--- config.mk ---
export PLATFORM = sky130hd
export DESIGN_NAME = tty_writer
export DESIGN_NICKNAME = d
export VERILOG_FILES = /design/src/rtl/tty_writer.sv
export SDC_FILE = /design/constraint.sdc
export NUM_CORES = 1
export LEC_CHECK = 0
export CAP_MARGIN = 15
export CELL_PAD_IN_SITES_DETAIL_PLACEMENT = 1
export CELL_PAD_IN_SITES_GLOBAL_PLACEMENT = 1
export CORE_MARGIN = 5
export CORE_UTILIZATION = 35
export CTS_BUF_LIST = sky130_fd_sc_hd__clkbuf_4 sky130_fd_sc_hd__clkbuf_8
export DETAILED_ROUTE_END_ITERATION = 12
export GPL_ROUTABILITY_DRIVEN = 0
export PLACE_DENSITY = 0.91
export SLEW_MARGIN = 40
export SYNTH_ARGS = -nofsm -noshare
export SYNTH_HDL_FRONTEND = slang
export SYNTH_SLANG_ARGS = --single-unit
export TNS_END_PERCENT = 50
--- constraint.sdc ---
create_clock -name clk_data -period 2.99 [get_ports clk_data]
set_input_delay 0.897 -clock clk_data [delete_from_list [all_inputs] [get_ports clk_data]]
set_output_delay 0.897 -clock clk_data [all_outputs]
set_load 0.01 [all_outputs]
--- src/rtl/tty_writer.sv ---
// Glass-TTY character writer: turns an ASCII stream into framebuffer RAM writes on port B,
// tracking a cursor and handling CR/LF/BS/FF, line wrap and page scroll.
module tty_writer #(
    parameter int          ROWS  = 32,
    parameter logic [7:0]  BLANK = 8'h20
) (
    input  logic        clk_data,
    input  logic        irstn,
    input  logic        in_valid,
    input  logic [7:0]  in_data,
    output logic        in_ready,
    output logic [10:0] addrb,
    output logic [63:0] dinb,
    output logic [7:0]  web,
    output logic        enb,
    input  logic [63:0] doutb,
    output logic        busy,
    output logic [5:0]  cursor_row,
    output logic [6:0]  cursor_col
);

    localparam logic [10:0] PAGE_LAST     = 11'(16 * ROWS - 1);
    localparam logic [10:0] LAST_ROW_BASE = 11'(16 * (ROWS - 1));
    localparam logic [10:0] SCR_LAST_PAIR = 11'(16 * ROWS - 2);
    localparam logic [5:0]  LAST_ROW      = 6'(ROWS - 1);

    typedef enum logic [2:0] {IDLE, PUT, SCR_RD, SCR_WR, CLR} state_t;

    state_t      state, state_n;
    logic [10:0] w, w_n, clr_hi, clr_hi_n;
    logic        ph, ph_n, newline;
    logic [5:0]  row_n;
    logic [6:0]  col_n;
    logic        in_ready_n, busy_n, enb_n;
    logic [10:0] addrb_n;
    logic [63:0] dinb_n;
    logic [7:0]  web_n;

    function automatic logic [10:0] cell_word(input logic [5:0] r, input logic [6:0] c);
        return {1'b0, r, c[6:3]};
    endfunction

    always_ff @(posedge clk_data) begin
        if (!irstn) begin
            state      <= CLR;
            w          <= '0;
            clr_hi     <= PAGE_LAST;
            ph         <= 1'b0;
            cursor_row <= '0;
            cursor_col <= '0;
            in_ready   <= 1'b0;
            busy       <= 1'b1;
            enb        <= 1'b0;
            web        <= '0;
            addrb      <= '0;
            dinb       <= '0;
        end else begin
            state      <= state_n;
            w          <= w_n;
            clr_hi     <= clr_hi_n;
            ph         <= ph_n;
            cursor_row <= row_n;
            cursor_col <= col_n;
            in_ready   <= in_ready_n;
            busy       <= busy_n;
            enb        <= enb_n;
            web        <= web_n;
            addrb      <= addrb_n;
            dinb       <= dinb_n;
        end
    end

    // Outputs are registered from the current state, so each state's port access
    // appears in the following cycle.
    always_comb begin
        state_n    = state;
        w_n        = w;
        clr_hi_n   = clr_hi;
        ph_n       = ph;
        row_n      = cursor_row;
        col_n      = cursor_col;
        in_ready_n = 1'b0;
        busy_n     = 1'b0;
        enb_n      = 1'b0;
        web_n      = '0;
        addrb_n    = addrb;
        dinb_n     = dinb;
        newline    = 1'b0;

        case (state)
            IDLE: begin
                in_ready_n = 1'b1;
                if (in_valid && in_ready) begin
                    if (in_data >= 8'h20 && in_data <= 8'h7E) begin
                        state_n    = PUT;
                        in_ready_n = 1'b0;
                        enb_n      = 1'b1;
                        web_n      = 8'b1 << cursor_col[2:0];
                        addrb_n    = cell_word(cursor_row, cursor_col);
                        dinb_n     = {8{in_data}};
                    end else begin
                        case (in_data)
                            8'h0D: col_n = '0;
                            8'h0A: begin
                                col_n   = '0;
                                newline = 1'b1;
                            end
                            8'h08: if (cursor_col != 7'd0) col_n = cursor_col - 7'd1;
                            8'h0C: begin
                                state_n    = CLR;
                                w_n        = '0;
                                clr_hi_n   = PAGE_LAST;
                                row_n      = '0;
                                col_n      = '0;
                                in_ready_n = 1'b0;
                            end
                            default: ;
                        endcase
                    end
                end
            end
            PUT: begin
                if (cursor_col == 7'd127) begin
                    col_n   = '0;
                    newline = 1'b1;
                end else begin
                    col_n      = cursor_col + 7'd1;
                    state_n    = IDLE;
                    in_ready_n = 1'b1;
                end
            end
            // Two reads then two writes: each write takes doutb captured the cycle
            // after its read, so the port stays busy every cycle.
            SCR_RD: begin
                busy_n  = 1'b1;
                enb_n   = 1'b1;
                addrb_n = w + 11'(ph);
                ph_n    = ~ph;
                if (ph) state_n = SCR_WR;
            end
            SCR_WR: begin
                busy_n  = 1'b1;
                enb_n   = 1'b1;
                web_n   = 8'hFF;
                addrb_n = w + 11'(ph) - 11'd16;
                dinb_n  = doutb;
                ph_n    = ~ph;
                if (ph) begin
                    if (w == SCR_LAST_PAIR) begin
                        state_n  = CLR;
                        w_n      = LAST_ROW_BASE;
                        clr_hi_n = PAGE_LAST;
                    end else begin
                        state_n = SCR_RD;
                        w_n     = w + 11'd2;
                    end
                end
            end
            CLR: begin
                busy_n  = 1'b1;
                enb_n   = 1'b1;
                web_n   = 8'hFF;
                addrb_n = w;
                dinb_n  = {8{BLANK}};
                if (w == clr_hi) state_n = IDLE;
                else             w_n = w + 11'd1;
            end
            default: state_n = CLR;
        endcase

        if (newline) begin
            if (cursor_row < LAST_ROW) begin
                row_n      = cursor_row + 6'd1;
                state_n    = IDLE;
                in_ready_n = 1'b1;
            end else begin
                state_n    = SCR_RD;
                w_n        = 11'd16;
                ph_n       = 1'b0;
                in_ready_n = 1'b0;
            end
        end
    end

endmodule

==> impl_results.md <==
* Maxcap violations at 0
* Peak VDD IR at ~0.00027 V
* Core Box Area at about 17000 um^2
* Post-route ant nets at 0
* Synth warn at 0
* Top cell type's share of synthesized area at approximately 39%
* Relative slew slack at between 40% and 50%
* Clk slew on worst S/H paths at roughly 70 ps
* First-pass GRT wire length at just over 40 mm
* Sequential cell area fraction in the yosys report at 38.8%
* Layout cells sized above 1 at 12.4%
* Outcome: complete, no violations
* Syn avg cell area at just under 8 um^2
* CTS root buf: clkbuf_8
* Vias per Instance at 5.83
* Leak at 3.10 nW
* PortBufs at about 170
* Most common cell in the netlist: dfxtp_1
* Cell area power density at between 300 and 400 nW/um^2
* Final WS setup at 132 ps
* Layout Nets at 1040
* Global route total overflow at 0
* HP Class: reg -> reg
* Synth cell types at 74
* CP Data Arrival Time at about 3200 ps
* Initial antenna violation count at 0
* Fin. max-slew vios at 0
* Largest net degree at the start of global routing at 57
* DR vias at a little under 7000
* WL final at 26.0 mm
* Site row count at between 40 and 50
* Initial DRT Pass Iterations at 5
* Post-DP HPWL at between 15 and 20 mm
* Period utilization at a little over nine tenths
* Fillers at approximately 2000
* Synthesized cell area at 5880 um^2
* Synth Instances at around 750
* CTS tree: yes
* Leading area contributor after synthesis: dfxtp_1
* WP data required at about 3300 ps
* Synthesis-stage register bit count at between 100 and 150
* Vias in the first global route at 7242
* Worst-margin pin slew at about 840 ps
* RSZ-0062 raised after global routing: false
* CP max FO at 7
* Fmax at about 350 MHz
* Initial DRC Count at 636
* Worst skew pair latency at 460 ps
* Placed insts at approximately 1200
* Commonest cells post-synth: dfxtp_1, nand2_1, a21oi_1
* Final Hold Fails at 0
* Fin cells at 1184
* Placed Instance Area at roughly 8200 um^2
* # IOs at about 170
* Layout area overhead at 45.8%
* Htree depth at 4
* Clock sink total at 114
* Crit. End Element: flip-flop
* Main area contributors after synthesis: dfxtp_1, a21oi_1, nand2_1
* Die area at 19500 um^2
* Die span in x at 140 um
* Max Root-Sink Buffers at 2
* Remaining DRCs at 0
* Post-synth net total at 838
* Ys async rst share at 0%
* Num CTS Buffers at 17
* Ant. Diodes at 0
* R2R Setup Slk at 160 ps
* EDFF count, synth at 0
* Setup Viol. Count Final at 0
* Pre-CTS setup slack at -313 ps
* Synth Flop Type: dfxtp_1
* Critical path class: in -> reg
* Die Ht at roughly 140 um
* Post-DR wirelength/cell at ~22 um
* Post-route cell area at ~8600 um^2
* Initial cell density of the core at 35.6%
* Clock skew at 9.32 ps
* Min cycle time layout at between 2000 and 3000 ps
* Gr usage total at approximately a quarter
* Type of origin of the critical path: primary input
## per-layer routing
layer / share of wire, % / track usage (%) / vias up
li1: - / - / 3140
met1: 40 / 31.1 / 3371
met2: 49 / 44.6 / 318
met3: 7.3 / 5.76 / 69
met4: 3.6 / 11.2 / 0
met5: 0 / 0 / -
## layout make-up
class	count	area (um^2)	area share [%]
Clock buffer	19	255	2.98
Clock inverter	13	113	1.31
Tap cell	220	275	3.21
Inverter	14	52.6	0.613
Sequential cell	114	2280	26.6
Multi-Input combinational cell	565	3340	39.0
Timing Repair Buffer	239	2250	26.2
## timing repair
action                                  in CTS  in global routing
endpoints found under the setup margin       1                  1
hold buffers                                 0                  0
setup buffers                                0                  0
resized for setup                            1                  2
## critical path, cell delays in order
cell and delay [ps]:
clkdlybuf4s50_1 430, or4b_1 600, or4_4 450, o22a_2 330, o21ai_2 190, o211ai_2 110, and3b_1 200
## final timing paths
kind | end | startpoint | cells after the start
worst max-delay path | cursor_row[3]$_SDFF_PN0_ | in_data[6] | 7
worst min-delay path | addrb[2]$_SDFFE_PN0P_ | addrb[2]$_SDFFE_PN0P_ | 1
worst max register to register | addrb[8]$_SDFFE_PN0P_ | w[0]$_SDFF_PN0_ | 12
worst min register to register | addrb[2]$_SDFFE_PN0P_ | addrb[2]$_SDFFE_PN0P_ | 1
## registers in the layout, indices dropped and copies added (netlist names)
signal	flops
addrb	11
busy	1
cursor_col	7
cursor_row	6
dinb	64
enb	1
in_ready	1
ph	1
state	3
w	11
web	8
## cells in the final DEF, fill, tap and decap left out, types with 4 or more instances in the layout
master           count
clkdlybuf4s50_1    172
dfxtp_1            114
nand2_1            112
a21oi_1             92
o21ai_0             68
buf_4               64
nor2_1              29
nand3_1             21
o21ai_1             18
clkbuf_8            18
nor3_1              15
inv_1               14
nor2b_1             14
ha_1                14
a22oi_1             13
a31oi_1             13
nand4_1             12
and3_1               9
xnor2_1              7
xor2_1               6
nand2b_1             6
o22ai_1              6
o211a_1              6
clkinvlp_4           6
and4_1               5
o211ai_1             5
a211o_1              4
or3_1                4
o21a_1               4
a221oi_1             4
nand3b_1             4
clkinv_2             4
## kinds of logic after synthesis
logic type / share of synthesized area (%)
fa+ha+maj: 2.98
mux: 0.362
simple gates: 21.6
buf+inv: 4.71
compound gates: 29.4
flops: 38.8
xor+xnor: 2.09
## metrics by stage
step	TNS, ps	power, mW	hold slack, ps	util [%]
after global placement	-4300	1.86	482	49.5
after global routing	0	3.34	539	51.9
after CTS	0	3.25	515	51.8
after detailed placement	-6480	1.87	498	49.5
after floorplan	0	1.68	512	-
final	0	3.24	508	51.9
## power by group
part	leakage, nW	internal, mW	switching [mW]
sequential	0.926	1.54	0.0133
combinational	2.00	0.169	0.128
clock	0.173	0.682	0.711
total	3.10	2.39	0.853
No activity file was read; power rests on OpenSTA's default activity.
